--- src/rtl/zimbo_pkg.sv ---
// Shared definitions for the Zimbo 16-bit multi-cycle core: opcodes, field positions, FSM states.
package zimbo_pkg;

  localparam logic [4:0] OP_NOP  = 5'b00000;
  localparam logic [4:0] OP_ADD  = 5'b00001;
  localparam logic [4:0] OP_SUB  = 5'b00010;
  localparam logic [4:0] OP_AND  = 5'b00011;
  localparam logic [4:0] OP_OR   = 5'b00100;
  localparam logic [4:0] OP_XOR  = 5'b00101;
  localparam logic [4:0] OP_NOT  = 5'b00110;
  localparam logic [4:0] OP_SHL  = 5'b00111;
  localparam logic [4:0] OP_SHR  = 5'b01000;
  localparam logic [4:0] OP_ROL  = 5'b01001;
  localparam logic [4:0] OP_ROR  = 5'b01010;
  localparam logic [4:0] OP_LDI  = 5'b01011;
  localparam logic [4:0] OP_LUI  = 5'b01100;
  localparam logic [4:0] OP_LD   = 5'b01101;
  localparam logic [4:0] OP_ST   = 5'b01110;
  localparam logic [4:0] OP_ADDI = 5'b01111;
  localparam logic [4:0] OP_JR   = 5'b10000;
  localparam logic [4:0] OP_BEQZ = 5'b10001;
  localparam logic [4:0] OP_BNEZ = 5'b10010;
  localparam logic [4:0] OP_JMP  = 5'b10011;
  localparam logic [4:0] OP_HALT = 5'b11111;

  localparam int OP_MSB  = 15;
  localparam int OP_LSB  = 11;
  localparam int RD_MSB  = 10;
  localparam int RD_LSB  = 8;
  localparam int RS1_MSB = 7;
  localparam int RS1_LSB = 5;
  localparam int RS2_MSB = 4;
  localparam int RS2_LSB = 2;

  localparam logic [1:0] ST_FETCH = 2'd0;
  localparam logic [1:0] ST_EXEC  = 2'd1;
  localparam logic [1:0] ST_HALT  = 2'd2;

  // True for opcodes whose rd is written with the ALU result.
  function automatic logic alu_writes(input logic [4:0] op);
    return ((op >= OP_ADD) && (op <= OP_LUI)) || (op == OP_ADDI);
  endfunction

endpackage

--- src/rtl/zimbo_alu.sv ---
// Combinational datapath for Zimbo register/immediate operations; b carries rs2 (or old rd for LUI).
module zimbo_alu
  import zimbo_pkg::*;
(
  input  logic [4:0]  op,
  input  logic [15:0] a,
  input  logic [15:0] b,
  input  logic [7:0]  imm,
  output logic [15:0] result
);

  logic [3:0]  sh;
  logic [31:0] rot_l;
  logic [31:0] rot_r;

  always_comb begin
    sh     = imm[3:0];
    // Rotates via a doubled operand so a zero shift needs no special case.
    rot_l  = {a, a} << sh;
    rot_r  = {a, a} >> sh;
    result = 16'h0000;
    case (op)
      OP_ADD:  result = a + b;
      OP_SUB:  result = a - b;
      OP_AND:  result = a & b;
      OP_OR:   result = a | b;
      OP_XOR:  result = a ^ b;
      OP_NOT:  result = ~a;
      OP_SHL:  result = a << sh;
      OP_SHR:  result = a >> sh;
      OP_ROL:  result = rot_l[31:16];
      OP_ROR:  result = rot_r[15:0];
      OP_LDI:  result = {8'h00, imm};
      OP_LUI:  result = {imm, b[7:0]};
      OP_ADDI: result = a + {{11{imm[4]}}, imm[4:0]};
      default: result = 16'h0000;
    endcase
  end

endmodule

--- src/rtl/zimbo_top.sv ---
// Zimbo core: two-cycle FETCH/EXEC sequencer with eight 16-bit registers over one memory bus.
module zimbo_top
  import zimbo_pkg::*;
#(
  parameter logic [15:0] RESET_PC = 16'h0000,
  parameter logic [4:0]  HALT_OP  = 5'b11111
) (
  input  logic        clock,
  input  logic        reset_n,
  output logic [15:0] addrm,
  output logic [15:0] wmdata,
  output logic        memwr_en,
  input  logic [15:0] rmdata
);

  logic [1:0]  state_q, state_d;
  logic [15:0] pc_q, pc_d;
  logic [15:0] ir_q, ir_d;
  logic [15:0] regs_q [8];
  logic [15:0] regs_d [8];

  logic [4:0]  opcode;
  logic [2:0]  rd, rs1, rs2;
  logic [15:0] rd_val, rs1_val, rs2_val;
  logic [15:0] alu_b, alu_result;
  logic [15:0] mem_addr, br_target, jmp_target;

  assign opcode     = ir_q[OP_MSB:OP_LSB];
  assign rd         = ir_q[RD_MSB:RD_LSB];
  assign rs1        = ir_q[RS1_MSB:RS1_LSB];
  assign rs2        = ir_q[RS2_MSB:RS2_LSB];
  assign rd_val     = regs_q[rd];
  assign rs1_val    = regs_q[rs1];
  assign rs2_val    = regs_q[rs2];
  assign alu_b      = (opcode == OP_LUI) ? rd_val : rs2_val;
  assign mem_addr   = {rs1_val[15:1], 1'b0};
  // pc_q already points past the branch, so offsets are relative to the next instruction.
  assign br_target  = pc_q + {{7{ir_q[7]}}, ir_q[7:0], 1'b0};
  assign jmp_target = pc_q + {{4{ir_q[10]}}, ir_q[10:0], 1'b0};

  zimbo_alu u_alu (
    .op     (opcode),
    .a      (rs1_val),
    .b      (alu_b),
    .imm    (ir_q[7:0]),
    .result (alu_result)
  );

  always_comb begin
    state_d  = state_q;
    pc_d     = pc_q;
    ir_d     = ir_q;
    regs_d   = regs_q;
    addrm    = pc_q;
    wmdata   = 16'h0000;
    memwr_en = 1'b0;
    case (state_q)
      ST_FETCH: begin
        ir_d    = rmdata;
        pc_d    = pc_q + 16'd2;
        state_d = ST_EXEC;
      end
      ST_EXEC: begin
        if (opcode == HALT_OP) begin
          state_d = ST_HALT;
        end else begin
          state_d = ST_FETCH;
          case (opcode)
            OP_LD: begin
              addrm      = mem_addr;
              regs_d[rd] = rmdata;
            end
            OP_ST: begin
              addrm    = mem_addr;
              wmdata   = rd_val;
              memwr_en = 1'b1;
            end
            OP_JR:   pc_d = rs1_val & 16'hFFFE;
            OP_BEQZ: if (rd_val == 16'h0000) pc_d = br_target;
            OP_BNEZ: if (rd_val != 16'h0000) pc_d = br_target;
            OP_JMP:  pc_d = jmp_target;
            default: if (alu_writes(opcode)) regs_d[rd] = alu_result;
          endcase
        end
      end
      default: ;
    endcase
  end

  always_ff @(posedge clock or negedge reset_n) begin
    if (!reset_n) begin
      state_q <= ST_FETCH;
      pc_q    <= RESET_PC;
      ir_q    <= 16'h0000;
      for (int i = 0; i < 8; i++) regs_q[i] <= 16'h0000;
    end else begin
      state_q <= state_d;
      pc_q    <= pc_d;
      ir_q    <= ir_d;
      for (int i = 0; i < 8; i++) regs_q[i] <= regs_d[i];
    end
  end

endmodule

--- config.mk ---
export PLATFORM = sky130hd
export DESIGN_NAME = zimbo_top
export DESIGN_NICKNAME = d
export VERILOG_FILES = /design/src/rtl/zimbo_pkg.sv /design/src/rtl/zimbo_alu.sv /design/src/rtl/zimbo_top.sv
export SDC_FILE = /design/constraint.sdc
export NUM_CORES = 1
export LEC_CHECK = 0
export CAP_MARGIN = 20
export CELL_PAD_IN_SITES_DETAIL_PLACEMENT = 1
export CELL_PAD_IN_SITES_GLOBAL_PLACEMENT = 1
export CORE_AREA = 5 5 155 216
export CTS_CLUSTER_SIZE = 16
export DETAILED_ROUTE_END_ITERATION = 10
export DIE_AREA = 0 0 160 221
export GPL_ROUTABILITY_DRIVEN = 1
export PLACE_DENSITY = 0.79
export SETUP_SLACK_MARGIN = 0.2
export SLEW_MARGIN = 20
export SYNTH_ARGS = -nofsm -noshare
export SYNTH_HDL_FRONTEND = slang
export SYNTH_SLANG_ARGS = --single-unit
--- constraint.sdc ---
create_clock -name clock -period 6.04 [get_ports clock]
set_clock_uncertainty 0.1 [all_clocks]
set_input_delay 1.51 -clock clock [delete_from_list [all_inputs] [get_ports clock]]
set_output_delay 1.51 -clock clock [all_outputs]
set_load 0.05 [all_outputs]
# After elaboration in Yosys (flattened, before gate mapping)
# Cells that the tools add are included.
# classes
magnitude_cmp	6
muxes	33
bitwise	9
n_shift	4
eq_ne	25
n_addsub	6
n_reduce_logical	12
# op_table
cell	count
$mux W16	17
$bwmux W128	2
$pmux W128 S2	1
$pmux W16 S13	1
$bmux W16 S3	3
$mux W128	1
$add A16 B16 Y16	4
$pmux W16 S4	1
$demux W16 S3	1
$eq A5 B4 Y1 const B	8
$pmux W16 S2	1
$shl A32 B4 Y32	1
$shr A32 B4 Y16	1
$eq A5 B5 Y1 const B	5
$eq A5 B3 Y1 const B	4
$add A16 B2 Y16 const B	1
$and A16 B16 Y16	1
$logic_not A16 Y1	1
$not A16 Y16	1
$or A16 B16 Y16	1
$reduce_bool A16 Y1	1
$shl A16 B4 Y16	1
$shr A16 B4 Y16	1
$sub A16 B16 Y16	1
other kinds (24)	35
# totals
inputBits	18
register_bits	162
output_inout_bits	33

# Logic depth before layout (Yosys ltp)
# logic_depth
ltp_word	10
ltp_mapped	26

# By module
# A second synthesis with hierarchy kept.
# hier_totals
cells_unflattened	1679
area_unflattened_um2	15003.1
# modules_own_cells
module	cells_each	area_each_um2	n_inst
zimbo_top	1054	10598.9	1
zimbo_alu	625	4404.2	1

# Least setup slack after synthesis
# No wires, ideal clock.
# synth_timing
kind	flip-flop to flip-flop
start	register ir_q[4]
end	register regs_q[110] (netlist name)
path_stages_with_launch	25
arrival_time_ns	5.259
required_ns	5.873
slack_ns	0.614
period_less_slack_ns	5.426
setup_ns	0.067
path_cell_list	dfrtp_1 > buf_2 > buf_2 > buf_1 > mux4_2 > nand2_1 > nand2_1 > a21boi_0 > ha_1 > nor4b_1 > nand2_1 > nor2_1 > xnor2_1 > o221ai_1 > ha_1 > a21oi_1 > inv_1 > a21oi_1 > o31ai_1 > a311o_1 > a21o_1 > a21oi_1 > xor2_1 > o211ai_1 > a22o_1
# synth_via
elab_chain_cells	10
elab_cells_between_ends	15
# synth_lines
item	line_no	rtl
start: declaration	zimbo_top.sv:18	logic [15:0] ir_q, ir_d;
start signal: assignment	zimbo_top.sv:99	ir_q <= ir_d;
$not A3 Y4 (not written as such)	zimbo_top.sv:34	assign rs2_val = regs_q[rs2];
$bmux W16 S3	zimbo_top.sv:34	
$mux W16 (not written as such) (2 in series)	zimbo_top.sv:34	
$mux W16	zimbo_top.sv:35	assign alu_b = (opcode == OP_LUI) ? rd_val : rs2_val;
$sub A16 B16 Y16, or another cell as far along	zimbo_alu.sv:24	OP_SUB: result = a - b;
$pmux W16 S13 (*)	zimbo_alu.sv:22	case (op)
$bwmux W128 (*)	zimbo_top.sv:82	default: if (alu_writes(opcode)) regs_d[rd] = alu_result;
$mux W128 (*)	zimbo_top.sv:82	
$pmux W128 S2 (*)	zimbo_top.sv:68	case (opcode)
end: declaration	zimbo_top.sv:19	logic [15:0] regs_q [8];
# Mark *: on every way between the ends. The rest lies on a longest branch, timed or not. The select of a mux whose other input is x is not followed.
# A chain may end at the register's enable or synchronous reset.

# Worst setup path after layout
# layout_timing
start	register ir_q[9]
end	register regs_q[95] (netlist name)
# layout_via
elab_chain_cells	10
elab_cells_between_ends	20
# layout_lines
item	line_no	rtl
$not A3 Y4 (not written as such) (*)	zimbo_top.sv:32, zimbo_top.sv:71, zimbo_top.sv:82	
$bmux W16 S3	zimbo_top.sv:32	assign rd_val = regs_q[rd];
$mux W16 (not written as such) (2 in series)	zimbo_top.sv:32	
$mux W16	zimbo_top.sv:35	
$sub A16 B16 Y16, or another cell as far along	zimbo_alu.sv:24	
$pmux W16 S13	zimbo_alu.sv:22	
$bwmux W128	zimbo_top.sv:82	
$mux W128	zimbo_top.sv:82	
$pmux W128 S2 (*)	zimbo_top.sv:68	
# Marks and branches as above.

==> key figures <==
Run status
  • Outcome: complete, no violations

Critical path
  • Crit path from: ir_q[9]
  • Category of the worst setup path capture point: flip-flop
  • Reg2reg start: ir_q[9]
  • Worst-path fanout max: 29
  • Arrival time at the worst endpoint: ~5.8 ns
  • CP Class: flip-flop to flip-flop
  • Required time of the critical path: 6.33 ns
  • Startpoint types: flip-flop

Clock tree
  • CTS tree: built
  • Clock latency on the worst-skew pair: 0.48 ns
  • Clock-pin slew reported for the worst setup and hold paths after clock tree synthesis: 0.07 ns
  • Maximum buffer depth of the clock tree: 2
  • Total CTS buffers: 17
  • # hold bufs at CTS: 0
  • Root buffer selected by CTS: clkbuf_16
  • Clock sinks: 161
  • Number of levels the H-tree was split into: 4

Worst hold path
  • Critical hold path startpoint: regs_q[26]
  • Worst Hold Class: flip-flop to flip-flop

Layout
  • Layout-stage area growth over the synthesis result: 12.03%
  • Fin nets: 1752
  • Fraction of final layout cells sized beyond drive strength 1: 21.34%
  • Post-Route Utilization: 55.03%

Synth
  • Unique cell type count in the Yosys netlist: 88
  • Seq/Total Area, Yosys: 26.19%
  • Most used flip-flop cell after synthesis: dfrtp_1
  • Cell type contributing the most total cell area after synthesis: dfrtp_1
  • Number of synthesized flops with an enable pin: 0
  • Share of flip-flops with an asynchronous set or reset: between 90% and 100%
  • Synth top area cells: dfrtp_1, mux4_2, mux2_2, mux2i_1, ha_1
  • Synthesized Nets: 1714
  • Cell Area, Synth: 15380 um^2
  • Number of storage elements in the synthesis netlist: 161
  • Gate Count Post-Synth: 1631
  • Yosys warnings: 0
  • Area share of the leading cell type in the synthesized netlist: 26.19%
  • Post-Syn Area per Cell: around 9.4 um^2

Timing
  • Worst hold slack: 0.4587 ns
  • Worst slew margin relative to its limit: between 20 and 25%
  • Max-slew violation total from the final report: 0
  • Setup TNS: 0 ns
  • Number of endpoints with negative hold slack in the final report: 0
  • Slew at the pin closest to its max-slew limit: ~1.2 ns
  • Fraction of the cycle the final worst path needs: 91.08%
  • Final setup violating endpoints: 0
  • Fmax: 0.1818 GHz
  • Period minus WS final: around 5.5 ns
  • Setup slack after layout: about 0.54 ns
  • Unrepaired setup endpoints after global routing: no

Floorplanning
  • Initial standard-cell utilization of the core: 49.12%
  • Core area: 31310 um^2
  • Cell row count: 77
  • Die height: 221 um
  • Floorplan die width: 160 um
  • Area enclosed by the die boundary: 35360 um^2
  • Number of placed I/O pins: 51

Global routing
  • Number of global-route vias before repair: 15930
  • Global-route wire length before repair: 100800 um
  • GRT overflow: 0
  • Number of antenna violations at the first check in global routing: 1
  • Total global-route track usage: a little under two fifths
  • Maximum number of pins on one net before global-route repair: 96

Routing
  • Remaining antenna violation count: 0
  • Remaining design rule violation count: 0
  • Wire length per cell after detailed routing: 32.42 um
  • Avg Vias per Cell: approximately 7.3
  • Number of violations reported at the end of detailed-routing iteration 0: ~1800
  • 1st-pass router iterations: 6
  • Total length of routed wires: 67360 um
  • Detailed-route via count: 15160

Placement
  • Number of buffers inserted by port buffering: between 40 and 50
  • Post-DP HPWL: 49660 um
  • Worst Setup Slack post-DPL: 0.1010 ns
  • Routability cong.: 1.041

Flow run
  • Maximum capacitance violations: 0
-- final cells by class --
class / count / area (um^2)
multi-input combinational: 1298 / 10650
sequential: 161 / 4045
tap: 395 / 494.2
antenna: 1 / 2.502
timing repair buffer: 139 / 1230
fill: 3530 / 14080
clock buffer: 18 / 439.2
inverter: 52 / 195.2
clock inverter: 14 / 176.4
-- kinds of logic (layout without fill, tap and decap cells) --
group | count (synthesis) | count (layout) | share of synthesized area (%)
other | 1 | 2 | 0.02438
buffers and inverters | 172 | 223 | 4.799
muxes | 306 | 306 | 28.14
and+or+nand+nor | 443 | 443 | 12.96
AOI/OAI and AO/OA | 446 | 446 | 20.39
xor gates and xnor gates | 37 | 37 | 2.107
adders and majority gates | 65 | 65 | 5.385
DFF | 161 | 161 | 26.19
-- worst paths after layout --
kind | endpoint | slack, ns | depth (start not counted)
setup reg to reg | regs_q[95] | 0.54 | 20
setup / recovery | regs_q[95] | 0.54 | 20
hold / removal | regs_q[26] | 0.46 | 2
hold reg to reg | regs_q[26] | 0.46 | 2
min in group asynchronous | ir_q[13] | 0.93 | 1
max in group asynchronous | ir_q[2] | 3.89 | 2
-- state kept, by name, summed over array words and instances (netlist names) --
signal / count
ir_q: 16
pc_q: 15
regs_q: 128
state_q: 2
-- routing by layer --
| metal | global-route usage, % | vias up | part of all wire (%) |
|---|---|---|---|
| met3 | 7.185 | 349 | 8.4 |
| met5 | 0 | - | 0 |
| li1 | - | 6249 | - |
| met1 | 42.57 | 7633 | 35 |
| met2 | 61.85 | 925 | 48 |
| met4 | 27.69 | 0 | 8.9 |
-- per-stage QoR --
stage          cell area, um^2  cells
2_1_floorplan            15380   1631
3_3_place_gp             16540   2041
3_5_place_dp             16540   2041
4_1_cts                  17170   2074
5_1_grt                  17230   2077
6_report                 17230   2078
-- cells in the mapped netlist (all sizes together), types with 10 or more instances --
cell type	count
a31oi	15
o22ai	13
inv	49
o31ai	31
a22oi	17
a221oi	14
nor3	27
a211oi	22
and3	10
buf	39
a22o	36
mux2i	100
xnor2	26
and2	19
o21ai	90
mux4	88
mux2	118
nor2b	19
a21o	19
nand2b	12
dfrtp	161
o221ai	23
ha	63
xor2	11
nand2	153
o211ai	15
clkbuf	81
nor2	153
nand3	20
a21oi	86
-- what timing repair did --
item	4_1_cts	5_1_grt
gates resized for setup	1	4
hold endpoints to repair	0	0
pin swaps	1	1
buffers inserted	1	2
endpoints found under the setup margin	16	49
-- worst max-delay path, cell delays in order (launching register included) --
cell	delay, ns
dfrtp_4	0.58
buf_12	0.27
mux2i_1	0.26
o21ai_0	0.14
a211oi_1	0.35
nor2_1	0.13
nor2_1	0.36
nand3_1	0.18
xnor2_1	0.17
o221ai_1	0.16
ha_1	0.42
nand3_1	0.12
a2bb2oi_1	0.27
a21oi_1	0.20
a211oi_1	0.37
o21bai_1	0.11
a21o_1	0.22
a31oi_1	0.29
nor3_2	0.11
o31ai_4	0.40
mux2_1	0.22
-- placed cells by master (no fill, tap or decap), drive strengths merged, types with 11 or more instances in the layout --
cell and count:
a211oi 22, ha 63, mux2i 100, o211ai 15, a221oi 14, inv 59, o221ai 23, nand2 153
mux4 88, a22o 36, nor3 27, buf 91, o22ai 13, a22oi 17, clkdlybuf4s50 48, and2 19
a31oi 15, xor2 11, a21o 19, mux2 118, a21oi 86, o31ai 31, dfrtp 161, o21ai 90
nand3 20, nor2b 19, nor2 153, nand2b 12, clkbuf 18, xnor2 26
Power is not shown: default switching activity piles up to over one toggle a cycle in this logic, so the estimate is an artifact.
